===== src/rtl/multicycle_sequencer_if.sv =====
// Bundle of the sequencer's instruction-side inputs and datapath control outputs.
// The slave modport is the sequencer's view; the master modport is the datapath/memory view.
interface multicycle_sequencer_if #(
    parameter int PC_W  = 3,
    parameter int CNT_W = 8
);
    logic             start;
    logic [15:0]      instr;
    logic             zero_flag;
    logic [PC_W-1:0]  pc;
    logic [15:0]      ir;
    logic             ir_load;
    logic             reg_write;
    logic             mem_read;
    logic             mem_write;
    logic             alu_src;
    logic             reg_dst;
    logic             mem_to_reg;
    logic [1:0]       alu_op;
    logic [2:0]       state;
    logic             busy;
    logic             halted;
    logic [CNT_W-1:0] instr_count;

    modport slave (
        input  start, instr, zero_flag,
        output pc, ir, ir_load, reg_write, mem_read, mem_write, alu_src,
               reg_dst, mem_to_reg, alu_op, state, busy, halted, instr_count
    );

    modport master (
        output start, instr, zero_flag,
        input  pc, ir, ir_load, reg_write, mem_read, mem_write, alu_src,
               reg_dst, mem_to_reg, alu_op, state, busy, halted, instr_count
    );
endinterface


===== src/rtl/multicycle_sequencer.sv =====
// Multi-cycle control sequencer: owns pc and the instruction register and steps
// each instruction through FETCH/DECODE/EXECUTE/MEM/WB, driving the datapath
// enables as Moore outputs of (state, ir).
//
// state   | meaning
// --------+-------------------------------------------------------------
// IDLE    | waiting for start; pc=0 after reset
// FETCH   | ir_load high; ir captures instr[pc] at the end of the cycle
// DECODE  | no enables; halt branches to HALT, everything else to EXECUTE
// EXECUTE | ALU operands/op selected; beq samples zero_flag; beq/j/nop retire
// MEM     | lw reads (continues to WB), sw writes and retires
// WB      | single reg_write cycle, then retire
// HALT    | parked until reset, all enables low
//
// The interface instance must be built with the same PC_W/CNT_W as this module.
module multicycle_sequencer #(
    parameter int PC_W  = 3,
    parameter int CNT_W = 8
) (
    input  logic                   clk,
    input  logic                   rst,
    multicycle_sequencer_if.slave  bus
);

    typedef enum logic [2:0] {
        S_IDLE    = 3'd0,
        S_FETCH   = 3'd1,
        S_DECODE  = 3'd2,
        S_EXECUTE = 3'd3,
        S_MEM     = 3'd4,
        S_WB      = 3'd5,
        S_HALT    = 3'd6
    } state_t;

    localparam logic [2:0] OP_R    = 3'b000;
    localparam logic [2:0] OP_ADDI = 3'b001;
    localparam logic [2:0] OP_LW   = 3'b010;
    localparam logic [2:0] OP_SW   = 3'b011;
    localparam logic [2:0] OP_BEQ  = 3'b100;
    localparam logic [2:0] OP_J    = 3'b101;
    localparam logic [2:0] OP_HALT = 3'b111;

    state_t           state_q, state_d;
    logic [PC_W-1:0]  pc_q, pc_d;
    logic [15:0]      ir_q, ir_d;
    logic [CNT_W-1:0] cnt_q, cnt_d;
    logic             retire;
    logic [2:0]       opcode;
    logic [PC_W-1:0]  offset;
    logic [PC_W-1:0]  pc_inc;

    assign opcode = ir_q[15:13];
    // Branch/jump target field; with PC_W=3 an offset of 7 acts as -1.
    assign offset = PC_W'(ir_q[2:0]);
    assign pc_inc = pc_q + PC_W'(1);

    // State, pc, instruction register and retire counter; reset abandons any
    // instruction in flight.
    always_ff @(posedge clk or posedge rst) begin
        if (rst) begin
            state_q <= S_IDLE;
            pc_q    <= '0;
            ir_q    <= '0;
            cnt_q   <= '0;
        end else begin
            state_q <= state_d;
            pc_q    <= pc_d;
            ir_q    <= ir_d;
            cnt_q   <= cnt_d;
        end
    end

    // Next-state, instruction capture and retire (pc update + count).
    always_comb begin
        state_d = state_q;
        pc_d    = pc_q;
        ir_d    = ir_q;
        cnt_d   = cnt_q;
        retire  = 1'b0;
        case (state_q)
            S_IDLE: begin
                if (bus.start) begin
                    state_d = S_FETCH;
                end
            end
            S_FETCH: begin
                ir_d    = bus.instr;
                state_d = S_DECODE;
            end
            S_DECODE: begin
                state_d = (opcode == OP_HALT) ? S_HALT : S_EXECUTE;
            end
            S_EXECUTE: begin
                case (opcode)
                    OP_LW, OP_SW:  state_d = S_MEM;
                    OP_R, OP_ADDI: state_d = S_WB;
                    default:       retire  = 1'b1;
                endcase
            end
            S_MEM: begin
                if (opcode == OP_LW) begin
                    state_d = S_WB;
                end else begin
                    retire = 1'b1;
                end
            end
            S_WB: begin
                retire = 1'b1;
            end
            S_HALT: begin
                state_d = S_HALT;
            end
            default: begin
                state_d = S_IDLE;
            end
        endcase

        if (retire) begin
            state_d = S_FETCH;
            cnt_d   = cnt_q + CNT_W'(1);
            case (opcode)
                // beq only ever retires from EXECUTE, where zero_flag is valid.
                OP_BEQ:  pc_d = bus.zero_flag ? (pc_inc + offset) : pc_inc;
                OP_J:    pc_d = offset;
                default: pc_d = pc_inc;
            endcase
        end
    end

    // Moore enables decoded from the registered state and ir only.
    always_comb begin
        bus.ir_load    = 1'b0;
        bus.reg_write  = 1'b0;
        bus.mem_read   = 1'b0;
        bus.mem_write  = 1'b0;
        bus.alu_src    = 1'b0;
        bus.reg_dst    = 1'b0;
        bus.mem_to_reg = 1'b0;
        bus.alu_op     = 2'b00;
        case (state_q)
            S_FETCH: begin
                bus.ir_load = 1'b1;
            end
            S_EXECUTE, S_MEM, S_WB: begin
                // ALU controls stay at their EXECUTE values through MEM and WB.
                case (opcode)
                    OP_R: begin
                        bus.alu_op  = 2'b10;
                        bus.alu_src = 1'b0;
                    end
                    OP_ADDI, OP_LW, OP_SW: begin
                        bus.alu_op  = 2'b00;
                        bus.alu_src = 1'b1;
                    end
                    OP_BEQ: begin
                        bus.alu_op  = 2'b01;
                        bus.alu_src = 1'b0;
                    end
                    default: begin
                        bus.alu_op  = 2'b00;
                        bus.alu_src = 1'b0;
                    end
                endcase
                if (state_q == S_MEM) begin
                    bus.mem_read  = (opcode == OP_LW);
                    bus.mem_write = (opcode == OP_SW);
                end
                if (state_q == S_WB) begin
                    bus.reg_write  = 1'b1;
                    bus.reg_dst    = (opcode == OP_R);
                    bus.mem_to_reg = (opcode == OP_LW);
                    bus.mem_read   = (opcode == OP_LW);
                end
            end
            default: begin
                bus.ir_load = 1'b0;
            end
        endcase
    end

    assign bus.pc          = pc_q;
    assign bus.ir          = ir_q;
    assign bus.state       = state_q;
    assign bus.instr_count = cnt_q;
    assign bus.busy        = (state_q != S_IDLE) && (state_q != S_HALT);
    assign bus.halted      = (state_q == S_HALT);

endmodule


===== src/flat_wrapper.sv =====
// flat-port wrapper written by rule: the top's interface ports become plain ports
module multicycle_sequencer_flat 
#(
    parameter int PC_W  = 3,
    parameter int CNT_W = 8
)
  (clk, rst, bus_start, bus_instr, bus_zero_flag, bus_pc, bus_ir, bus_ir_load, bus_reg_write, bus_mem_read, bus_mem_write, bus_alu_src, bus_reg_dst, bus_mem_to_reg, bus_alu_op, bus_state, bus_busy, bus_halted, bus_instr_count);
  multicycle_sequencer_if #(.PC_W(PC_W), .CNT_W(CNT_W)) bus_i ();
  input  logic clk;
  input  logic rst;
  input wire logic [$bits(bus_i.start)-1:0] bus_start;
  input wire logic [$bits(bus_i.instr)-1:0] bus_instr;
  input wire logic [$bits(bus_i.zero_flag)-1:0] bus_zero_flag;
  output wire logic [$bits(bus_i.pc)-1:0] bus_pc;
  output wire logic [$bits(bus_i.ir)-1:0] bus_ir;
  output wire logic [$bits(bus_i.ir_load)-1:0] bus_ir_load;
  output wire logic [$bits(bus_i.reg_write)-1:0] bus_reg_write;
  output wire logic [$bits(bus_i.mem_read)-1:0] bus_mem_read;
  output wire logic [$bits(bus_i.mem_write)-1:0] bus_mem_write;
  output wire logic [$bits(bus_i.alu_src)-1:0] bus_alu_src;
  output wire logic [$bits(bus_i.reg_dst)-1:0] bus_reg_dst;
  output wire logic [$bits(bus_i.mem_to_reg)-1:0] bus_mem_to_reg;
  output wire logic [$bits(bus_i.alu_op)-1:0] bus_alu_op;
  output wire logic [$bits(bus_i.state)-1:0] bus_state;
  output wire logic [$bits(bus_i.busy)-1:0] bus_busy;
  output wire logic [$bits(bus_i.halted)-1:0] bus_halted;
  output wire logic [$bits(bus_i.instr_count)-1:0] bus_instr_count;
  assign bus_i.start = bus_start;
  assign bus_i.instr = bus_instr;
  assign bus_i.zero_flag = bus_zero_flag;
  assign bus_pc = bus_i.pc;
  assign bus_ir = bus_i.ir;
  assign bus_ir_load = bus_i.ir_load;
  assign bus_reg_write = bus_i.reg_write;
  assign bus_mem_read = bus_i.mem_read;
  assign bus_mem_write = bus_i.mem_write;
  assign bus_alu_src = bus_i.alu_src;
  assign bus_reg_dst = bus_i.reg_dst;
  assign bus_mem_to_reg = bus_i.mem_to_reg;
  assign bus_alu_op = bus_i.alu_op;
  assign bus_state = bus_i.state;
  assign bus_busy = bus_i.busy;
  assign bus_halted = bus_i.halted;
  assign bus_instr_count = bus_i.instr_count;
  multicycle_sequencer #(.PC_W(PC_W), .CNT_W(CNT_W)) u_core (.clk(clk), .rst(rst), .bus(bus_i));
endmodule

===== config.mk =====
export PLATFORM = sky130hd
export DESIGN_NAME = multicycle_sequencer_flat
export DESIGN_NICKNAME = d
export VERILOG_FILES = /design/src/rtl/multicycle_sequencer_if.sv /design/src/rtl/multicycle_sequencer.sv /design/src/flat_wrapper.sv
export SDC_FILE = /design/constraint.sdc
export NUM_CORES = 1
export LEC_CHECK = 0
export ABC_CLOCK_PERIOD_IN_PS = 3990
export CAP_MARGIN = 25
export CORE_MARGIN = 5
export CORE_UTILIZATION = 40
export DETAILED_ROUTE_END_ITERATION = 16
export PLACE_DENSITY = 0.84
export SKIP_CTS_REPAIR_TIMING = 1
export SYNTH_ARGS = -nofsm -noshare
export SYNTH_HDL_FRONTEND = slang
export SYNTH_SLANG_ARGS = --single-unit

===== constraint.sdc =====
create_clock -name clk -period 3.99 [get_ports clk]
set_input_delay 0.798 -clock clk [delete_from_list [all_inputs] [get_ports clk]]
set_output_delay 0.798 -clock clk [all_outputs]
set_load 0.02 [all_outputs]

==> results.md <==
- Outcome: completed
- Maximum clock frequency: 349 MHz
- Seq pwr share: 0.325
- GP Congestion: 0.802
- Vias/cell: 5.01
- Mapped Nets: 163
- Post-DP HPWL: 2550 um
- Number of flops mapped to enable cells by yosys: 0
- DR pass1 iterations: 2
- Wire per inst: 13.9 um
- Register area share after synthesis: 0.491
- P_leak: 0.920 nW
- Critical Path Source: u_core.bus.state[2]
- Worst hold path class: flop to flop
- Cells on worst reg2reg path: 8
- Syn Area/Cell: 11.0 um2
- Synth async-reset ratio: 1.00
- Chip Height: 71.8 um
- Share of cells above drive strength 1: 0.151
- Iter 0 DRT Violations: 64
- Top-Level Pins: 61
- Ys Warns: 0
- Post-synthesis compound-gate area fraction: 0.0777
- Critical path required time: 3.19 ns
- TritonCTS clock tree: done
- CP Max Fanout: 11
- Clock Latency Late Sink: 0.28 ns
- Netlist cell types: 36
- H-tree level count: 2
- Clk sinks: 30
- First-pass GRT wire length: 5870 um
- Antenna violations before repair: 0
- Crit path capture type: output port
- Area of the multi-input gates: 701 um2
- Max Cap Viol: 0
- Clock transition at the registers of the reported paths: 0.06 ns
- Main synth FF type: dfrtp_1
- Initial Util: 0.415
- Setup violations, final: 0
- Min-Delay Startpoint: u_core.bus.instr_count[7]
- Root buf cell: clkbuf_8
- Setup TNS: 0 ns
- Gr usage total: 0.143
- Largest family of logic cells by synthesized area: simple AND/OR/NAND/NOR gates
- Yosys reg bits: 30
- Int Pwr: 1.13 mW
- P&R area growth vs syn: 46.0%
- Vias in the first global route: 1277
- Core footprint: 3690 um2
- Clock power share: 0.116
- Final min period: 2.87 ns
- Routed via count: 1237
- # port buffers: 60
- Simple-Gate Fraction of Synth Area: 0.164
- Net Sw Power: 0.790 mW
- Switching Fraction: 0.413
- Peak supply drop: 0.000430 V
- Pwr Density: 858 nW/um2
- Slew HR: 0.593
- WS Path Type: flop to output port
- N_diodes: 0
- Register Area: 751 um2
- Drt drc: 0
- RSZ-0062 raised after global routing: no
- Die width: 71.8 um
- Die area: 5160 um2
- Row Count: 22
- Adder-Cell Fraction of Synth Area: 0.0376
- TritonCTS buffer count: 5
- Fin. Hold Viols: 0
- Nets@finish: 223
- Crit path arrival time: 2.07 ns
- Slew @ Worst Pin: 0.608 ns
- Final core occ: 0.605
- Final antenna-violating net count: 0
- CP startpoint kind: flop
- Clk_skew: 0.00369 ns
- Fin crit share: 0.718
- Synth Cell Area: 1530 um2
- Worst Hold Depth: 1
- Mux share of post-synthesis cell area: 0.118
- Gate power share: 0.559
- Final-layout fill cell count: 327
- Syn Inst Count: 139
- GR Overflow Total: 0
- Pin count of the biggest net entering global routing: 31
- Drt total wl: 3430 um
- XOR/XNOR share of the synthesized area: 0.0573
- Max Root-Sink Buffers: 2
- Crit Reg-Reg Startpoint: u_core.bus.pc[0]
- Final Slew Violations: 0
## layer usage
| metal | track usage | routed length (um) | vias to the layer above | share of wire |
|---|---|---|---|---|
| met5 | 0 | 0 | - | 0 |
| met4 | 0.0397 | 32 | 0 | 0.0093 |
| met3 | 0.0575 | 286 | 7 | 0.083 |
| met2 | 0.247 | 1650 | 36 | 0.48 |
| met1 | 0.162 | 1450 | 590 | 0.42 |
| li1 | - | - | 604 | - |
## cells by family after synthesis
logic type,count (synthesis)
and+or+nand+nor,46
DFF,30
AOI/OAI and AO/OA,17
buffers and inverters,16
muxes,16
xor gates and xnor gates,10
adders and majority gates,4
## worst paths after layout
| check | to | slack [ns] |
|---|---|---|
| setup reg to reg | u_core.bus.pc[2] | 1.93 |
| min in group asynchronous | u_core.bus.ir[8] | 0.91 |
| hold / removal | u_core.bus.instr_count[7] | 0.47 |
| max in group asynchronous | u_core.bus.ir[15] | 2.81 |
| setup / recovery | bus_alu_op[1] | 1.12 |
| hold reg to reg | u_core.bus.instr_count[7] | 0.47 |
## through the flow
step	hold slack, ns	setup WS, ns	std cells	instance area [um2]	power, mW
2_1_floorplan	0.582	1.62	139	1530	1.30
3_3_place_gp	0.462	1.53	240	2150	1.69
3_5_place_dp	0.466	1.43	240	2150	1.71
4_1_cts	0.479	1.12	247	2230	1.94
5_1_grt	0.487	0.954	247	2230	2.06
6_report	0.470	1.12	247	2230	1.92
## cell usage in the layout, fill, tap and decap left out
master,instances
o22ai_1,1
a21bo_2,1
nand4_1,4
clkbuf_8,5
nand2_1,8
xnor2_1,9
nor3_1,2
o211ai_2,1
o31a_1,1
inv_1,7
clkinv_2,2
ha_1,3
buf_4,2
fa_1,1
xor2_1,1
o21bai_1,1
nor2_1,14
nand3_1,1
dfrtp_1,30
nor4_1,3
o21ai_0,3
clkdlybuf4s50_1,60
nand2b_1,2
a21oi_1,2
nor2b_1,1
a31oi_1,5
or3_1,1
nor2b_4,1
a32oi_1,1
mux2_2,16
a22o_1,1
nand4b_1,1
and3_1,3
nand2b_4,1
nor3b_1,2
nand3b_1,1
nor3b_2,1
## cell usage after synthesis, drive strengths merged (3+ instances only)
cell type	n	share of area
a31oi	5	0.020
and3	3	0.012
buf	7	0.032
dfrtp	30	0.49
ha	3	0.025
inv	7	0.017
mux2	16	0.12
nand2	8	0.020
nand2b	3	0.017
nand4	4	0.016
nor2	14	0.034
nor3b	3	0.015
nor4	3	0.012
o21ai	3	0.0098
xnor2	9	0.052
## sequential cells by signal, summed over array words and instances (netlist names)
signal	cells
u_core.bus.instr_count	8
u_core.bus.ir	16
u_core.bus.pc	3
u_core.bus.state	3
## worst max-delay path: stages (launching register included)
cell	delay (ns)
dfrtp_1	0.57
inv_1	0.13
nor2_1	0.13
nor2_1	0.09
nor4_1	0.20
clkdlybuf4s50_1	0.66
## final cells by class
cell class | instances | share of cell area
Timing Repair Buffer | 62 | 0.276
Inverter | 7 | 0.0118
Clock buffer | 5 | 0.0308
Sequential cell | 30 | 0.336
Clock inverter | 2 | 0.00448
Tap cell | 48 | 0.0269
Multi-Input combinational cell | 93 | 0.314
## power by group through the flow
| stage | Sequential (mW) | Combinational, mW | Clock [mW] |
|---|---|---|---|
| final | 0.622 | 1.07 | 0.223 |
| after floorplan | 0.710 | 0.588 | 0 |
| after CTS | 0.621 | 1.09 | 0.231 |
| after global routing | 0.652 | 1.17 | 0.243 |
| after global placement | 0.618 | 1.07 | 0 |
| after detailed placement | 0.623 | 1.08 | 0 |
No activity file was read; power rests on OpenSTA's default activity.
==> variant 1, RTL diff (same settings) <==
`PC_W` is set to 3 in 3 places; all go to 4. Comments in the files are not updated.
--- a/src/rtl/multicycle_sequencer_if.sv
+++ b/src/rtl/multicycle_sequencer_if.sv
@@ -1,7 +1,7 @@
 // Bundle of the sequencer's instruction-side inputs and datapath control outputs.
 // The slave modport is the sequencer's view; the master modport is the datapath/memory view.
 interface multicycle_sequencer_if #(
-    parameter int PC_W  = 3,
+    parameter int PC_W  = 4,
     parameter int CNT_W = 8
 );
     logic             start;
--- a/src/rtl/multicycle_sequencer.sv
+++ b/src/rtl/multicycle_sequencer.sv
@@ -14,7 +14,7 @@
 //
 // The interface instance must be built with the same PC_W/CNT_W as this module.
 module multicycle_sequencer #(
-    parameter int PC_W  = 3,
+    parameter int PC_W  = 4,
     parameter int CNT_W = 8
 ) (
     input  logic                   clk,
--- a/src/flat_wrapper.sv
+++ b/src/flat_wrapper.sv
@@ -1,7 +1,7 @@
 // flat-port wrapper written by rule: the top's interface ports become plain ports
 module multicycle_sequencer_flat 
 #(
-    parameter int PC_W  = 3,
+    parameter int PC_W  = 4,
     parameter int CNT_W = 8
 )
   (clk, rst, bus_start, bus_instr, bus_zero_flag, bus_pc, bus_ir, bus_ir_load, bus_reg_write, bus_mem_read, bus_mem_write, bus_alu_src, bus_reg_dst, bus_mem_to_reg, bus_alu_op, bus_state, bus_busy, bus_halted, bus_instr_count);
Ports: changed (resized bus_pc); port bits go from 61 to 62. The function was not compared with the original's and may differ.
==> variant 1 against the original RTL <==
Setup slack better by 0.015 ns; combinational power up 13%; final cell count up 8.5%; sequential cell count up 1; wire length up 15%; power up 9.7%; area after synthesis up 9.7%; final area up 7.5%; critical path type unchanged; critical endpoint unchanged; highest routed layer unchanged.
==> variant 1: results <==
[layout]
fillers = 358
nets = 243
drive_gt1_share_pct = 14.7

[grt]
grt_pass1_wl_um = 6450
grt_usage_pct = 15.5
met3_usage_pct = 6.54
use_met2_pct = 25.8
grt_max_degree = 22

[detailed_routing]
drt-total-wl_um = 3940
first_pass_iters = 4
vias = 1377
drt_iter0_markers = 61

[timing]
fin_skew_ns = 0.00252
slew_headroom_pct = 47.8

[placement]
portBuffers = 61
postPlaceCellArea_sq_mm = 0.00232
place_ws_ns = 1.44
place_congestion = 0.833
post-dp-hpwl_um = 3020

[synthesis]
synth_area_leaders = "dfrtp_1, mux2_2, ha_1"
syn_nets = 181
ys_top_cells_by_count = "dfrtp_1, mux2_2, nor2_1"

[status]
status = "finished clean"

[cts]
clkSlewWorstSetupHoldPaths_ns = 0.06

[power_and_ir_drop]
power_leakage_nw = 0.971
max-vdd-ir-drop_uv = 541

[critical_path]
critical_path.max_fanout = 8
[variant 1: stage by stage]
| step | std cells | power, mW |
|---|---|---|
| after CTS | 268 | 2.12 |
| after global routing | 268 | 2.27 |
| after floorplan | 155 | 1.42 |
| final | 268 | 2.10 |
| after detailed placement | 260 | 1.88 |
| after global placement | 260 | 1.85 |
[variant 1: logic make-up (layout without fill, tap and decap cells)]
kind of cell               after synthesis  in the layout  synth area share, %
and+or+nand+nor                         53             53                 18.2
DFF                                     31             31                 46.2
AOI/OAI and AO/OA                       24             24                 10.2
muxes                                   17             17                 11.3
buffers and inverters                   15             78                 4.40
xor gates and xnor gates                 9              9                 4.70
adders and majority gates                6              6                 4.92
[variant 1: worst paths after layout]
kind / slack, ns / cells past startpoint / from / end
max in group asynchronous: 2.36 / 3 / rst / u_core.bus.ir[15]$_DFFE_PP0P_
setup reg to reg: 1.89 / 8 / u_core.bus.pc[0]$_DFFE_PP0P_ / u_core.bus.pc[3]$_DFFE_PP0P_
hold / removal: 0.50 / 1 / u_core.bus.instr_count[5]$_DFFE_PP0P_ / u_core.bus.instr_count[5]$_DFFE_PP0P_
setup / recovery: 1.14 / 5 / u_core.bus.state[0]$_DFFE_PP0P_ / bus_alu_op[1]
min in group asynchronous: 0.96 / 2 / rst / u_core.bus.ir[5]$_DFFE_PP0P_
hold reg to reg: 0.50 / 1 / u_core.bus.instr_count[5]$_DFFE_PP0P_ / u_core.bus.instr_count[5]$_DFFE_PP0P_
[variant 1: layout make-up]
cell class                 instances  area (sq um)  share of cell area [%]
clock inverter                     1          5.00                   0.209
inverter                           7          26.3                    1.09
sequential                        31           776                    32.3
clock buffer                       7          76.3                    3.18
tap                               50          62.6                    2.61
multi-input combinational        109           828                    34.5
timing repair buffer              63           626                    26.1
[variant 1: per-layer routing]
metal | share of wire [%] | routed length, um
met1 | 40 | 1570
met2 | 51 | 2000
met3 | 7.6 | 300
met4 | 1.8 | 72
met5 | 0 | 0
[variant 1: worst max-delay path: cells and delay by family, from the launching register on]
family          cells  cell delay (ns)
flops               1             0.45
compound gates      1             0.13
buf+inv             2             0.83
simple gates        2             0.36
[variant 1: power by group]
| part | switching (mW) | leakage, nW | internal, mW |
|---|---|---|---|
| registers | 0.199 | 0.372 | 0.458 |
| clock network | 0.114 | 0.0422 | 0.122 |
| logic | 0.600 | 0.557 | 0.607 |
==> variant 2, RTL diff (config.mk and constraints unchanged) <==
Made on the original files. Take the reset off `ir_q` and load it in a clocked block of its own.
--- a/src/rtl/multicycle_sequencer.sv
+++ b/src/rtl/multicycle_sequencer.sv
@@ -60,14 +60,16 @@
         if (rst) begin
             state_q <= S_IDLE;
             pc_q    <= '0;
-            ir_q    <= '0;
             cnt_q   <= '0;
         end else begin
             state_q <= state_d;
             pc_q    <= pc_d;
-            ir_q    <= ir_d;
             cnt_q   <= cnt_d;
         end
+    end
+
+    always_ff @(posedge clk) begin
+        ir_q <= ir_d;
     end
 
     // Next-state, instruction capture and retire (pc update + count).
Check against the original RTL: differs if rst is asserted again (counterexample within 4 cycles, from zero or initial values and one cycle with rst high); with rst held inactive, the same outputs for 10 cycles.
==> variant 2 against the original RTL <==
Wire length fell by 1.3%; die area is 4.2% lower; largest power group unchanged; area after synthesis down 4.9%; setup slack worse by 0.30 ns; final area decreased by 3.1%; clock skew rose by 0.0051 ns; largest cell class unchanged; power fell by 13%; sequential cell count did not move; combinational power shrank 21%; register-to-register slack got worse by 0.17 ns; critical path depth down 2; core utilization down 0.061 points; first-iteration DRC count decreased by 20%; sequential power shrank 5.5%.
==> variant 2: results <==
[placement]
place_congestion = 0.817
post-dp-hpwl_um = 2590
postPlaceCellArea_sq_mm = 0.00208
place_ws_ns = 1.21

[synthesis]
syn_nets = 147
ys_top_cells_by_count = "edfxtp_1, dfrtp_1, nand2_1, nor2_1, xnor2_1"
synth-seq-area-share_pct = 57.1
synthArstFlopShare_pct = 46.7
synth-edff-count = 16

[layout]
finish.utilization_pct = 60.5
fillers = 306
drive_gt1_share_pct = 7.57
buf_share_pct = 28.1
multi_input_area_sq_um = 567
nets = 208
clock_buffers = 6
clock_area_share_pct = 3.64

[detailed_routing]
vias_per_cell = 5.18
first_pass_iters = 4
drt-wirelength-per-cell_um = 14.5
drt_iter0_markers = 51

[grt]
grt_pass1_wl_um = 5670

[cts]
worstSkewPairLatency_ns = 0.33
cts-root-buf = "clkbuf_4"

[timing]
min_period_ns = 3.16
holdWs_ns = 0.470

[power_and_ir_drop]
max-vdd-ir-drop_uv = 364

[critical_path]
arrival_ns = 2.37
reg2reg_slack_ns = 1.76

[status]
status = "finished clean"
[variant 2: logic make-up (layout without fill, tap and decap cells)]
family | count (synthesis) | count (layout) | share of synthesized area, %
xor+xnor | 8 | 8 | 4.82
flops | 30 | 30 | 57.1
compound gates | 22 | 22 | 10.3
buf+inv | 12 | 74 | 4.22
fa+ha+maj | 4 | 4 | 3.96
mux | 1 | 1 | 0.688
simple gates | 46 | 46 | 18.8
[variant 2: worst max-delay path, cell delays in order (launching register included)]
cell and delay (ns):
edfxtp_1 0.64, nor2b_1 0.51, nor3b_1 0.25, clkdlybuf4s50_1 0.65
[variant 2: report_power, final]
group / internal, mW / total [mW] / switching [mW]
Sequential: 0.454 / 0.588 / 0.134
Combinational: 0.404 / 0.847 / 0.443
Clock: 0.132 / 0.238 / 0.106
Total: 0.990 / 1.67 / 0.683
[variant 2: routing by layer]
metal,up-vias,GRT usage [%],share of wire (%)
li1,573,-,-
met1,555,16.2,37
met2,63,21.8,46
met3,15,8.06,13
met4,0,7.66,3.4
met5,-,0,0
